File: config.mk
export PLATFORM = sky130hd
export DESIGN_NAME = game_sequencer
export DESIGN_NICKNAME = d
export VERILOG_FILES = /design/src/rtl/flappy_pkg.sv /design/src/rtl/game_sequencer_tick_divider.sv /design/src/rtl/game_sequencer.sv
export SDC_FILE = /design/constraint.sdc
export NUM_CORES = 1
export LEC_CHECK = 0
export BUFFER_PORTS_ARGS = -buffer_cell sky130_fd_sc_hd__buf_2
export CAP_MARGIN = 20
export CORE_ASPECT_RATIO = 0.8
export CORE_UTILIZATION = 62
export CTS_BUF_LIST = sky130_fd_sc_hd__clkbuf_2 sky130_fd_sc_hd__clkbuf_4 sky130_fd_sc_hd__clkbuf_8
export DETAILED_ROUTE_END_ITERATION = 7
export PLACE_DENSITY = 0.89
export SLEW_MARGIN = 20
export SYNTH_ARGS = -nofsm -noshare
export SYNTH_HDL_FRONTEND = slang
export SYNTH_SLANG_ARGS = --single-unit
File: constraint.sdc
create_clock -name clk -period 3.5 [get_ports clk]
set_clock_uncertainty 0.2 [all_clocks]
set_input_delay 0.525 -clock clk [delete_from_list [all_inputs] [get_ports clk]]
set_output_delay 0.525 -clock clk [all_outputs]
set_load 0.02 [all_outputs]
File: src/rtl/flappy_pkg.sv
// Shared types and helpers for the Flappy Bird round controller.
package flappy_pkg;

  typedef enum logic [1:0] {OVER, COUNTDOWN, RUNNING} game_state_t;

  localparam int SCORE_W_DEFAULT = 8;
  localparam int PERIOD_W        = 16;

  // Increment that sticks at max_value instead of wrapping.
  function automatic logic [31:0] sat_inc(input logic [31:0] value,
                                          input logic [31:0] max_value);
    return (value >= max_value) ? max_value : value + 32'd1;
  endfunction

endpackage

File: src/rtl/game_sequencer_tick_divider.sv
// tick_divider: wrap counter 0..period-1; tick is high while the count sits at period-1.
module tick_divider
  import flappy_pkg::*;
(
  input  logic                clk,
  input  logic                reset,
  input  logic                clear,
  input  logic [PERIOD_W-1:0] period,
  output logic                tick
);

  localparam logic [PERIOD_W-1:0] ONE = 1;

  logic [PERIOD_W-1:0] cnt;

  // >= keeps the counter safe if the period shrinks under it.
  assign tick = (cnt >= period - ONE);

  // NOTE: sequential state uses non-blocking assignments only; mixing in blocking ones races against readers.
  always_ff @(posedge clk) begin
    if (reset || clear) cnt <= '0;
    else if (tick)      cnt <= '0;
    else                cnt <= cnt + ONE;
  end

endmodule

File: src/rtl/game_sequencer.sv
// Flappy Bird round controller: OVER -> COUNTDOWN -> RUNNING -> OVER, plus strobes and scores.
// Optional scroll speed-up when SPEED_RAMP_EN is defined.
module game_sequencer
  import flappy_pkg::*;
#(
  parameter int SCROLL_PERIOD     = 32,
  parameter int GRAVITY_PERIOD    = 16,
  parameter int COUNT_PERIOD      = 64,
  parameter int COUNTDOWN_LEN     = 3,
  parameter int SPAWN_SCROLLS     = 8,
  parameter int SCORE_W           = SCORE_W_DEFAULT,
  parameter int MIN_SCROLL_PERIOD = 8,
  parameter int RAMP_STEP         = 4
) (
  input  logic               clk,
  input  logic               reset,
  input  logic               up,
  input  logic               collision,
  input  logic               pipe_passed,
  output logic               done,
  output logic               counting,
  output logic               running,
  output logic [2:0]         cd_digit,
  output logic               scroll_tick,
  output logic               gravity_tick,
  output logic               flap,
  output logic               spawn_pipe,
  output logic [SCORE_W-1:0] score,
  output logic [SCORE_W-1:0] hi_score
);

  localparam logic [PERIOD_W-1:0] SCROLL_P   = PERIOD_W'(SCROLL_PERIOD);
  localparam logic [PERIOD_W-1:0] GRAVITY_P  = PERIOD_W'(GRAVITY_PERIOD);
  localparam logic [PERIOD_W-1:0] COUNT_P    = PERIOD_W'(COUNT_PERIOD);
  localparam logic [PERIOD_W-1:0] SPAWN_LAST = PERIOD_W'(SPAWN_SCROLLS - 1);
  localparam logic [PERIOD_W-1:0] ONE        = 1;
  localparam logic [SCORE_W-1:0]  SCORE_MAX  = {SCORE_W{1'b1}};

  game_state_t         state;
  logic                up_q;
  logic                up_rise;
  logic                live;
  logic                cd_wrap;
  logic                scroll_wrap;
  logic                gravity_wrap;
  logic                score_inc;
  logic [PERIOD_W-1:0] scroll_period;
  logic [PERIOD_W-1:0] spawn_cnt;

  assign up_rise   = up & ~up_q;
  assign done      = (state == OVER);
  assign counting  = (state == COUNTDOWN);
  assign running   = (state == RUNNING);

  // A collision cycle belongs to the crash, so it suppresses every strobe.
  assign live         = running & ~collision;
  assign scroll_tick  = live & scroll_wrap;
  assign gravity_tick = live & gravity_wrap;
  assign flap         = live & up_rise;
  assign spawn_pipe   = scroll_tick & (spawn_cnt == SPAWN_LAST);
  assign score_inc    = live & pipe_passed & (score != SCORE_MAX);

  tick_divider u_count_div (
    .clk    (clk),
    .reset  (reset),
    .clear  (state != COUNTDOWN),
    .period (COUNT_P),
    .tick   (cd_wrap)
  );

  tick_divider u_scroll_div (
    .clk    (clk),
    .reset  (reset),
    .clear  (state != RUNNING),
    .period (scroll_period),
    .tick   (scroll_wrap)
  );

  tick_divider u_gravity_div (
    .clk    (clk),
    .reset  (reset),
    .clear  (state != RUNNING),
    .period (GRAVITY_P),
    .tick   (gravity_wrap)
  );

  always_ff @(posedge clk) begin
    if (reset) begin
      state     <= OVER;
      up_q      <= 1'b0;
      cd_digit  <= 3'd0;
      score     <= '0;
      hi_score  <= '0;
      spawn_cnt <= '0;
    end else begin
      up_q <= up;
      case (state)
        OVER: begin
          if (up_rise) begin
            state    <= COUNTDOWN;
            cd_digit <= 3'(COUNTDOWN_LEN);
            score    <= '0;
          end
        end
        COUNTDOWN: begin
          if (cd_wrap) begin
            if (cd_digit == 3'd1) begin
              state     <= RUNNING;
              cd_digit  <= 3'd0;
              spawn_cnt <= '0;
            end else begin
              cd_digit <= cd_digit - 3'd1;
            end
          end
        end
        RUNNING: begin
          if (collision) begin
            state <= OVER;
            if (score > hi_score) hi_score <= score;
          end else begin
            if (score_inc) score <= SCORE_W'(sat_inc(32'(score), 32'(SCORE_MAX)));
            if (scroll_tick) spawn_cnt <= (spawn_cnt == SPAWN_LAST) ? '0 : spawn_cnt + ONE;
          end
        end
        default: state <= OVER;
      endcase
    end
  end

`ifdef SPEED_RAMP_EN
  localparam logic [PERIOD_W-1:0] MIN_P  = PERIOD_W'(MIN_SCROLL_PERIOD);
  localparam logic [PERIOD_W-1:0] STEP_P = PERIOD_W'(RAMP_STEP);

  logic [PERIOD_W-1:0] period_pending;
  logic [PERIOD_W-1:0] period_q;
  logic [31:0]         score_plus;

  assign score_plus    = 32'(score) + 32'd1;
  assign scroll_period = period_q;

  // The ramped period waits in period_pending and is only adopted at a scroll wrap.
  always_ff @(posedge clk) begin
    if (reset || (done && up_rise)) begin
      period_pending <= SCROLL_P;
      period_q       <= SCROLL_P;
    end else begin
      if (score_inc && (score_plus[2:0] == 3'd0))
        period_pending <= (period_pending >= MIN_P + STEP_P) ? period_pending - STEP_P : MIN_P;
      if (running && scroll_wrap) period_q <= period_pending;
    end
  end
`else
  assign scroll_period = SCROLL_P;
`endif

endmodule
Yosys cells after proc, flatten, opt, wreduce, memory -nomap -nowiden --
Cells that the tools add are included.
Word-level totals: bits in registers 86, logic and storage cells 78, input bits 5, output and inout port bits 26
Operators by class: reductions and logical operators 14, bitwise logic cells 10, eq/ne operators 14, muxes and demuxes 20, add/subtract/negate cells 6, order comparisons 5
Operators by type and width (count):
- $mux 16 | 5
- $add 16x1->16 const B | 4
- $mux 8 | 4
- $pmux 16 s2 | 1
- $eq 16x3->1 const B | 1
- $ge 16x4->1 const B | 1
- $ge 16x5->1 const B | 1
- $ge 16x6->1 const B | 1
- $pmux 8 s2 | 1
- $ne 2x1->1 const B | 6
- $mux 3 | 3
- $add 8x1->8 const B | 1
- $and 1x1->1 | 8
- $ge 8x8->1 const B | 1
- $gt 8x8->1 | 1
- $mux 2 | 4
- $ne 8x8->1 const B | 1
- $reduce_and 4->1 | 2
- $ne 2x2->1 const B | 3
- $pmux 2 s3 | 1
- $pmux 3 s2 | 1
- $reduce_and 3->1 | 2
- $reduce_bool 2->1 | 3
- $reduce_or 2->1 | 3
- 8 further kinds | 10

Depth between registers and ports, before layout --
depth in word-level cells 7, gate-level depth with buffers 9, depth with buffers taken out 8

Modules after synthesis --
Synthesis repeated with hierarchy kept, for this count alone.
Second synthesis, totals: cell total of the unflattened synthesis 746, area, all modules 6703.9 um^2
By module, submodules not included:
- tick_divider (u_gravity_div ...) | seq. area each 320.3 um^2, instances 2, cells an instance 155, area an instance 1535.2 um^2
- game_sequencer | seq. area each 760.7 um^2, instances 1, cells an instance 281, area an instance 2225.9 um^2
- tick_divider (u_count_div) | seq. area each 320.3 um^2, instances 1, cells an instance 155, area an instance 1407.6 um^2

Worst setup path after synthesis --
No wires, ideal clock.
kind reg2out, from register spawn_cnt[0], to output spawn_pipe, setup slack 1196 ps, cell stages (with the launch flop) 5, path buffers 0, required time 2775 ps, arrival time 1579 ps, cells stage by stage dfxtp_1 -> ha_1 -> nor4b_1 -> nand4_1 -> nor3_1
Between the ends: word-level cells in the longest chain between the ends 2
RTL lines:
- start, declared | line game_sequencer.sv:48 | logic [PERIOD_W-1:0] spawn_cnt;
- start signal, assigned | line game_sequencer.sv:122 | if (scroll_tick) spawn_cnt <= (spawn_cnt == SPAWN_LAST) ? '0 : spawn_cnt + ONE;
- $eq 16x3->1 | line game_sequencer.sv:60 | assign spawn_pipe = scroll_tick & (spawn_cnt == SPAWN_LAST);
- $and 1x1->1 | line game_sequencer.sv:60
- end, declared | line game_sequencer.sv:27 | output logic spawn_pipe,
No other way between the ends.

Final worst setup path --
Ends and elaborated chain as after synthesis.

==> reports/qor.csv <==
metric;value;unit
layout_commonest_cell;dfxtp_1;
antenna_left;0;
r2r-start;u_scroll_div.cnt[14]$_SDFF_PP0_;
avgSynthCellArea;9.444;um^2
timing.final.crit_share;81.34;%
clk_pin_slew;0.09;ns
busiest_layer;met2;
diodes;0;
drt_first_iter_violations;195;
ys_ff_latch;86;
antenna_found_initial;0;
met3_usage;7.262;%
grt_use_met2;38.80;%
syn_area;3532;um^2
crit_arrival;2.12;ns
required;2.77;ns
drt-vias-per-instance;5.471;
die-area;6005;um^2
cts_tree;done;
instances_no_fill;518;
crit_fanout;7;
powerDensity;450.0;nW/um^2
crit_start;spawn_cnt[0]$_SDFFE_PP0P_;
critPathCaptureType;output pin;
dp.cells;502;
drv_slew;0;
start_kind;flop;
h-tree-depth;3;
setup_violations;0;
rsz0062_at_grt;no;
vias;2834;
critPathKind;flop to output pin;
ys.flop_type;dfxtp_1;
place_area;3840;um^2
use_met1;32.54;%
grt_pass1_wl;11650;um
ir_drop;0.3292;mV
io_buffers;30;
cts_resized;0;
clock_path_buffers;2;
rows;24;
hp-class;primary input to flop;
synth_edf_count;0;
preCtsSetupSlack;1.052;ns
hold_ws;0.1760;ns
finalHoldViolCount;0;
tightest_slew;0.8671;ns
place.gp.congestion;0.8726;
ys_seq_area_share;48.74;%
seqCellArea;1722;um^2
wl;6988;um
cap_violations;0;
hold_buffers;0;
coreArea;5465;um^2
final.fill_count;400;
drc;0;
hpwl;4805;um
syn_inst;374;
fmax;0.3513;GHz
min_period;2.847;ns
ys_types;56;
grt_overflow;0;
die_x;86.39;um
fin_area;4045;um^2
cts-buffers-inserted;9;
detail_route.wl_per_cell;13.49;um
dr.pass1.iters;4;
leakage;1.619;nW
die_y;69.51;um
ys_warn_count;0;
cts_setup_buffers;0;
area_growth;14.52;%
io_pins;31;
hold_start;up;
worst_slack;0.6531;ns
status;finished clean;
nets;455;
grt_pass1_vias;2523;
final_cell_mix;dfxtp_1 (86), nor2_1 (43), conb_1 (32), buf_2 (30), a21oi_1 (22);
grt_max_degree;43;
drive_gt1_share;13.86;%
tns;0;ns
max-slew-margin-rel;41.94;%
async_flop_share;0;%
multiInputGateArea;1810;um^2
root_buffer;clkbuf_8;
clock_sinks;86;
track_usage;25.35;%
start_util;64.63;%
clk_latency;0.37;ns
cell type report:
class / instances / area share, %
multi-input cells: 292 / 44.76
flip-flops and latches: 86 / 42.56
repair buffers: 30 / 3.712
clock buffers: 9 / 3.062
well taps: 78 / 2.413
clock inverters: 7 / 2.011
inverters: 16 / 1.485
worst paths after layout:
path / cells past startpoint / slack [ns] / endpoint
setup / recovery: 5 / 0.65 / spawn_pipe
hold / removal: 2 / 0.18 / up_q$_SDFF_PP0_
setup reg to reg: 5 / 1.03 / spawn_cnt[7]$_SDFFE_PP0P_
hold reg to reg: 1 / 0.26 / u_scroll_div.cnt[0]$_SDFF_PP0_
kinds of logic after synthesis:
logic type / share of synthesized area [%]
simple gates: 23.41
flops: 48.74
compound gates: 14.06
buf+inv: 3.294
fa+ha+maj: 5.313
xor+xnor: 2.480
mux: 2.586
other cells: 0.1062
Yosys cell counts (all sizes together) (2+ instances only):
library cell,count,area (um^2)
a211oi,3,22.52
a21o,3,22.52
a21oi,23,118.9
a22o,3,26.28
a311oi,2,17.52
a31oi,3,18.77
a41oi,4,53.81
and2,2,12.51
and2b,2,17.52
and3,10,63.81
and4,2,17.52
buf,4,22.52
clkbuf,6,25.02
dfxtp,86,1722
ha,15,187.7
inv,16,60.06
mux2i,8,80.08
nand2,15,56.30
nand2b,18,112.6
nand3,16,92.59
nand4,11,68.82
nor2,43,161.4
nor2b,6,37.54
nor3,5,25.02
nor4,9,56.30
nor4b,2,17.52
o211ai,2,15.01
o21a,4,30.03
o21ai,15,75.07
o21bai,3,22.52
o22ai,3,18.77
or2,3,18.77
or4,2,15.01
xnor2,6,52.55
xor2,4,35.03
report_power, final:
group	leakage [nW]	switching (mW)	total, mW	internal [mW]
combinational	0.807	0.0613	0.0943	0.0330
clock	0.106	0.372	0.711	0.339
sequential	0.706	0.0114	1.01	1.00
total	1.62	0.445	1.82	1.38
per-stage QoR:
step / util, % / total power [mW]
2_1_floorplan: - / 1.106
3_3_place_gp: 70.26 / 1.126
3_5_place_dp: 70.26 / 1.130
4_1_cts: 74.02 / 1.832
5_1_grt: 74.02 / 1.896
6_report: 74.02 / 1.820
metal layers:
metal	vias to the layer above	share of wire, %
li1	1429	-
met1	1310	46
met2	78	46
met3	17	5.7
met4	0	2.2
met5	-	0
worst max-delay path: stages (launching register included):
cell     delay (ns)
dfxtp_1        0.39
ha_1           0.22
nor4b_1        0.25
nand4_1        0.37
nor3_1         0.32
buf_2          0.22
registers in the layout, summed over array words and instances (netlist names):
signal             count
cd_digit               3
u_gravity_div.cnt     16
state                  2
spawn_cnt             16
up_q                   1
score                  8
u_scroll_div.cnt      16
hi_score               8
u_count_div.cnt       16
(Power assumes the default switching activity.)
